**config.mk**
```make
export PLATFORM = sky130hd
export DESIGN_NAME = countdown_timer_ctrl
export DESIGN_NICKNAME = d
export VERILOG_FILES = /design/src/rtl/countdown_timer_ctrl.sv
export SDC_FILE = /design/constraint.sdc
export NUM_CORES = 1
export LEC_CHECK = 0
export CORE_MARGIN = 8
export CORE_UTILIZATION = 45
export CTS_BUF_LIST = sky130_fd_sc_hd__clkbuf_8
export DETAILED_ROUTE_END_ITERATION = 10
export PLACE_DENSITY = 0.66
export RECOVER_POWER = 100
export SKIP_CTS_REPAIR_TIMING = 1
export SYNTH_ARGS = -nofsm -noshare
export SYNTH_HDL_FRONTEND = slang
export SYNTH_SLANG_ARGS = --single-unit
```
**constraint.sdc**
```tcl
create_clock -name CLK_IN -period 2.71 [get_ports CLK_IN]
set_input_delay 0.271 -clock CLK_IN [delete_from_list [all_inputs] [get_ports CLK_IN]]
set_output_delay 0.271 -clock CLK_IN [all_outputs]
set_load 0.01 [all_outputs]
```
**src/rtl/countdown_timer_ctrl.sv**
```systemverilog
// Seconds countdown sequencer with a tick-enable prescaler and a start/pause/stop FSM.
// Everything runs on CLK_IN; the prescaler only produces single-cycle enables.
module countdown_timer_ctrl #(
    parameter int CLOCK_FREQ = 50000000,
    parameter int TICK_HZ    = 1,
    parameter int CNT_W      = 8
) (
    input  logic             CLK_IN,
    input  logic             RST,
    input  logic             START,
    input  logic             PAUSE,
    input  logic             STOP,
    input  logic [CNT_W-1:0] LOAD_VAL,
    output logic [CNT_W-1:0] REMAIN,
    output logic             TICK_OUT,
    output logic             DONE,
    output logic             BUSY,
    output logic [1:0]       STATE
);

    localparam int DIV = CLOCK_FREQ / TICK_HZ - 1;
    localparam int PW  = (DIV < 1) ? 1 : $clog2(DIV + 1);
    localparam logic [PW-1:0] DIV_P = PW'(DIV);

    typedef enum logic [1:0] {
        IDLE   = 2'd0,
        RUN    = 2'd1,
        PAUSED = 2'd2,
        FIN    = 2'd3
    } state_t;

    state_t           r_state;
    logic [PW-1:0]    r_presc;
    logic [CNT_W-1:0] r_remain;
    logic             r_tick;
    logic             r_done;
    logic             r_busy;

    logic w_terminal;
    logic w_load_ok;
    logic w_last;

    assign w_terminal = (r_presc == DIV_P);
    assign w_load_ok  = (LOAD_VAL != '0);
    assign w_last     = (r_remain == CNT_W'(1));

    // STOP outranks START, which outranks PAUSE; TICK/DONE default low so they never stretch.
    always_ff @(posedge CLK_IN) begin
        r_tick <= 1'b0;
        r_done <= 1'b0;
        if (RST) begin
            r_state  <= IDLE;
            r_presc  <= '0;
            r_remain <= '0;
            r_busy   <= 1'b0;
        end else if (STOP) begin
            r_state  <= IDLE;
            r_presc  <= '0;
            r_remain <= '0;
            r_busy   <= 1'b0;
        end else begin
            case (r_state)
                IDLE, FIN: begin
                    if (START && w_load_ok) begin
                        r_state  <= RUN;
                        r_remain <= LOAD_VAL;
                        r_presc  <= '0;
                        r_busy   <= 1'b1;
                    end
                end
                RUN: begin
                    if (w_terminal) begin
                        r_presc <= '0;
                        r_tick  <= 1'b1;
                        if (r_remain != '0) begin
                            r_remain <= r_remain - CNT_W'(1);
                        end
                        // The final tick wins over a coincident PAUSE.
                        if (w_last) begin
                            r_state <= FIN;
                            r_done  <= 1'b1;
                            r_busy  <= 1'b0;
                        end else if (PAUSE) begin
                            r_state <= PAUSED;
                        end
                    end else begin
                        r_presc <= r_presc + PW'(1);
                        if (PAUSE) begin
                            r_state <= PAUSED;
                        end
                    end
                end
                PAUSED: begin
                    if (PAUSE) begin
                        r_state <= RUN;
                    end
                end
                default: begin
                    r_state <= IDLE;
                end
            endcase
        end
    end

    assign REMAIN   = r_remain;
    assign TICK_OUT = r_tick;
    assign DONE     = r_done;
    assign BUSY     = r_busy;
    assign STATE    = r_state;

endmodule

```
==> results.yml, run 1 <==
finish:
  num_antenna_cells: 0
  finish.utilization_pct: 55.9
  num-nets-final: 308
  fin_cells: 358
  syn_to_final_growth_pct: 18.5
  fill_cells: 449
  layout-drive-gt1-share_pct: 9.62
timing:
  grt_setup_unrepaired: "false"
  finClkSkew_ns: 0.00850
  fmax_mhz: 400
  worst_pin_slew_ns: 0.946
  fin_tns_setup_ns: 0
  maxSlewHeadroom_pct: 36.9
  slew_violations: 0
  period_minus_slack_ns: 2.50
  hold_viol: 0
  final-setup-viol-count: 0
  finalCritPeriodShare_pct: 92.4
  fin_ws_ns: 0.207
global_routing:
  grt_max_degree: 24
  antenna_found_initial: 0
  grt_util_met1_pct: 20.9
  grt_usage_pct: 15.5
  grt_util_met2_pct: 23.2
  grt-ovfl-total: 0
  use_met3_pct: 3.78
  grt_pass1_vias: 1980
  top_usage_layer: "met2"
  grt_pass1_wl_mm: 9.43
critical_path:
  critPathCaptureType: "register"
  r2r_start: "STATE[0]$_SDFFE_PP0P_"
  crit_path_max_fanout: 12
  slowest_stage: "dlygate4sd3_1"
  path_delay_family: "buffers and inverters"
  critPathRequiredTime_ns: 2.92
  r2r-end: "r_presc[2]$_SDFFE_PP0P_"
  crit_arrival_ns: 2.71
  path_buf_inv: 2
  path_cells: "dlygate4sd3_1 > or4_1 > o211a_1 > nor2_4 > clkbuf_1 > o311ai_0 > o31ai_1"
  crit_type: "primary input to register"
  r2r_cells: 6
  start_kind: "primary input"
  reg2reg_slack_ns: 0.26
  startpoint: "LOAD_VAL[6]"
  max_stage_delay_ns: 0.56
die:
  die_w_um: 86.6
  io_pins: 26
  start_util_pct: 47.2
  die-height_um: 86.6
  dieArea_mm2: 0.00750
  row_count: 25
  coreArea_mm2: 0.00475
clock_network:
  clkSinkCount: 39
  cts-root-buf: "clkbuf_8"
  cts_buffers: 5
  htreeDepth: 2
  clk_latency_ns: 0.29
  clockBufferDepth: 2
  clkSlewWorstSetupHoldPaths_ns: 0.08
  cts_tree: "built"
synthesis:
  synthFlopType: "dfxtp_1"
  yosysMostFrequentCell: "dfxtp_1"
  ys_seq_area_share_pct: 34.8
  syn_area_per_cell_um2: 8.56
  yosysWarnings: 0
  synth-seq-cells: 39
  async_flop_share_pct: 0
  synth_cell_types: 56
  syn_nets: 280
  yosys.area.top_type: "dfxtp_1"
  synthTopCellsByCount: "dfxtp_1, nor2_1, a21oi_1"
  synth_edf_count: 0
  synth_top_area_share_pct: 34.8
  synth_area_mm2: 0.00224
  synthTopCellsByArea: "dfxtp_1, nor2_1, xor2_1, a21oi_1, o2111ai_1"
  syn_inst: 262
route:
  routed_wl_mm: 5.44
  num_vias: 2065
  viasPerCell: 5.77
  drt_pass1_iterations: 4
  route.detailed.drc: 0
  dr.first_iter.drc_count: 146
  post_drt_wl_per_cell_um: 15.2
  ant_nets: 0
placement:
  dp.cells: 350
  port_buffers: 25
  hpwl_mm: 4.04
  gp_congestion: 0.864
  dp_slack_ns: 0.120
outcome:
  outcome: "complete, no violations"
power_and_ir_drop:
  power.leakage_nw: 0.917
  p_per_area_mw_per_mm2: 472
  ir_worst_vdd_v: 0.000395
  power.total_w: 0.00125
run:
  drv_cap: 0
worst_hold_path:
  min_from: "r_presc[22]$_SDFFE_PP0P_"
  holdPathStages: 2
  hold_end: "r_presc[22]$_SDFFE_PP0P_"
  hold_class: "register to register"
## cells in the final DEF, fill, tap and decap left out, types with 5 or more instances in the layout
cell type	n
dfxtp_1	39
dlygate4sd3_1	14
xor2_1	13
or4_1	8
o21ai_1	5
o21ai_0	10
nor3_1	7
nand2_1	12
nor2_1	32
ha_1	5
a21oi_1	19
o2111ai_1	9
o31ai_1	8
nand3_1	8
inv_1	11
o311ai_0	5
clkbuf_8	6
buf_4	7
clkdlybuf4s50_1	11
## sequential cells by signal (all words and copies together) (netlist names)
name      count
STATE         2
DONE          1
TICK_OUT      1
REMAIN        8
BUSY          1
r_presc      26
## through the flow
stage	hold WS [ns]	instance area [µm²]
floorplan	0.445	2240
finish	0.480	2660
CTS	0.485	2670
global route	0.502	2660
global placement	0.465	2550
detailed placement	0.474	2550
## worst max-delay path by stage
stage                                          end  slack [ns]  cells after the start
final                       REMAIN[2]$_SDFFE_PP0P_        0.21                      7
after global routing       r_presc[6]$_SDFFE_PP0P_        0.03                      7
after CTS                  r_presc[0]$_SDFFE_PP0P_        0.22                      6
after detailed placement  r_presc[22]$_SDFFE_PP0P_        0.12                      6
after global placement     r_presc[4]$_SDFFE_PP0P_        0.18                      6
after floorplan           r_presc[20]$_SDFFE_PP0P_        0.76                      8
## cells by family after synthesis
| group | count (synthesis) | synth area share, % |
|---|---|---|
| flip-flops | 39 | 34.8 |
| XOR/XNOR | 16 | 6.25 |
| AO/OA/AOI/OAI | 73 | 22.7 |
| buffers and inverters | 23 | 5.58 |
| AND/OR/NAND/NOR | 106 | 27.9 |
| adder cells (fa/ha/maj) | 5 | 2.79 |
## layer usage
metal | up-vias | part of all wire, % | wire length (µm)
li1 | 1041 | - | -
met1 | 961 | 50 | 2740
met2 | 56 | 43 | 2340
met3 | 7 | 5.2 | 284
met4 | 0 | 1.4 | 74
met5 | - | 0 | 0
## power by group
| part | internal (W) | switching (W) | leakage [nW] |
|---|---|---|---|
| Combinational | 0.0000693 | 0.0000958 | 0.541 |
| Sequential | 0.000581 | 0.0000105 | 0.315 |
| Clock | 0.000298 | 0.000199 | 0.0612 |
## worst reg2reg max path, stage by stage, from the launching register on
cell,delay (ns)
dfxtp_1,0.37
inv_1,0.06
ha_1,0.36
o211a_1,0.48
nor2_4,0.13
o21ai_2,0.77
nor2_1,0.12
## final cells by class
cell class,instances,area (µm²),area share [%]
Multi-Input combinational cell,200,1330,50.0
Sequential cell,39,781,29.4
Timing Repair Buffer,33,307,11.5
Tap cell,67,83.8,3.15
Clock buffer,6,82.6,3.11
Inverter,11,41.3,1.55
Clock inverter,2,35.0,1.32
(Power assumes the default switching activity.)
==> run 2: changes to the inputs <==
==> constraint.sdc (replaced) <==
create_clock -name CLK_IN -period 2.71 [get_ports CLK_IN]
set_input_delay 0.542 -clock CLK_IN [delete_from_list [all_inputs] [get_ports CLK_IN]]
set_output_delay 0.542 -clock CLK_IN [all_outputs]
set_load 0.01 [all_outputs]
==> run 2 against run 1 <==
  * Critical path depth did not move
  * Routed wire length fell by 0.44%
  * Total power fell by 8.8%
  * Maximum frequency rose by 0.12%
  * Count of clock-buffer cells in the layout fell by 1
  * Core utilization fell by 0.55 points
  * Clock skew fell by 0.0063 ns
==> results.yml, run 2 (synthesis results as in run 1) <==
global_routing:
  grt_pass1_vias: 1849
  grt_pass1_wl_mm: 9.29
  grt_usage_pct: 15.6
  antenna_found_initial: 0
  grt_max_degree: 24
  grt-ovfl-total: 0
die:
  row_count: 25
  die_w_um: 86.6
  coreArea_mm2: 0.00475
  io_pins: 26
  start_util_pct: 47.2
  dieArea_mm2: 0.00750
  die-height_um: 86.6
finish:
  final_cell_mix: "dfxtp_1, nor2_1, a21oi_1"
  layout-drive-gt1-share_pct: 9.59
  final_common_cell: "dfxtp_1"
  num_antenna_cells: 0
  syn_to_final_growth_pct: 17.4
  regMostFlops: "r_presc"
  num-nets-final: 309
  fin_cells: 359
  largest_reg_flops: 26
  fill_cells: 482
timing:
  worst_pin_slew_ns: 0.945
  fin_tns_setup_ns: 0
  maxSlewHeadroom_pct: 37.0
  final-setup-viol-count: 0
  fmax_mhz: 400
  slew_violations: 0
  hold_viol: 0
  grt_setup_unrepaired: "false"
  period_minus_slack_ns: 2.50
  finClkSkew_ns: 0.00223
  finalCritPeriodShare_pct: 92.2
clock_network:
  clkSlewWorstSetupHoldPaths_ns: 0.08
  clk_latency_ns: 0.30
  clkSinkCount: 39
  cts_tree: "built"
  clockBufferDepth: 2
  htreeDepth: 2
  cts_buffers: 5
  cts-root-buf: "clkbuf_8"
outcome:
  outcome: "complete, no violations"
power_and_ir_drop:
  ir_worst_vdd_v: 0.000236
  power.total_w: 0.00114
  power.leakage_nw: 0.903
  p_per_area_mw_per_mm2: 435
worst_hold_path:
  min_from: "r_presc[22]$_SDFFE_PP0P_"
  hold_class: "register to register"
  holdPathStages: 2
critical_path:
  startpoint: "LOAD_VAL[7]"
  critPathCaptureType: "register"
  r2r_cells: 6
  start_kind: "primary input"
  crit_path_max_fanout: 9
  crit_arrival_ns: 2.67
  r2r_start: "r_presc[0]$_SDFFE_PP0P_"
  critPathRequiredTime_ns: 2.88
  crit_type: "primary input to register"
route:
  num_vias: 2045
  drt_pass1_iterations: 4
  ant_nets: 0
  routed_wl_mm: 5.42
  route.detailed.drc: 0
  viasPerCell: 5.70
  dr.first_iter.drc_count: 161
  post_drt_wl_per_cell_um: 15.1
placement:
  gp_congestion: 0.838
  hpwl_mm: 3.97
  dp.cells: 351
  port_buffers: 25
run:
  drv_cap: 0
## run 2: cell count changes in the layout (fill, tap and decap cells not counted), sizes merged
cell | previous run | this run
bufinv | 1 | 0
clkinvlp | 0 | 1
inv | 11 | 12
## run 2: cell type report
cell class	instances	area [µm²]	area share (%)
multi-input combinational	200	1330	50.5
sequential	39	781	29.7
timing repair buffer	34	310	11.8
tap	67	83.8	3.19
clock buffer	5	68.8	2.62
inverter	11	41.3	1.57
clock inverter	3	16.3	0.618
## run 2: routing by layer
metal  track usage (%)  share of wire (%)  vias up
met3              4.06                6.0        5
met1              22.3                 49      953
met5                 0                  0        -
met4              5.16               0.89        0
met2              21.7                 44       46
li1                  -                  -     1041
## run 2: final timing paths
kind	endpoint	slack (ns)
setup / recovery	REMAIN[7]$_SDFFE_PP0P_	0.21
hold / removal	r_presc[22]$_SDFFE_PP0P_	0.49
setup reg to reg	REMAIN[7]$_SDFFE_PP0P_	0.43
hold reg to reg	r_presc[22]$_SDFFE_PP0P_	0.49
## run 2: per-stage QoR
step | area, µm² | worst slack, ns | hold slack (ns) | utilization (%)
after floorplan | 2240 | 0.624 | 0.445 | -
after global placement | 2570 | -0.0494 | 0.467 | 54.1
after detailed placement | 2570 | -0.0499 | 0.482 | 54.1
after CTS | 2660 | 0.271 | 0.491 | 55.9
after global routing | 2630 | 0.0544 | 0.525 | 55.3
final | 2630 | 0.210 | 0.489 | 55.3
## run 2: critical path: stages
cell           delay (ns)
dlygate4sd3_1        0.56
or4_1                0.43
o211a_1              0.39
nor2_4               0.19
clkbuf_1             0.25
or2_4                0.22
o31ai_1              0.08
## run 2: power breakdown
part | internal, W | switching [W] | leakage [nW]
sequential | 0.000581 | 0.0000103 | 0.315
clock | 0.000176 | 0.000211 | 0.0453
combinational | 0.0000716 | 0.0000934 | 0.543
total | 0.000828 | 0.000315 | 0.903
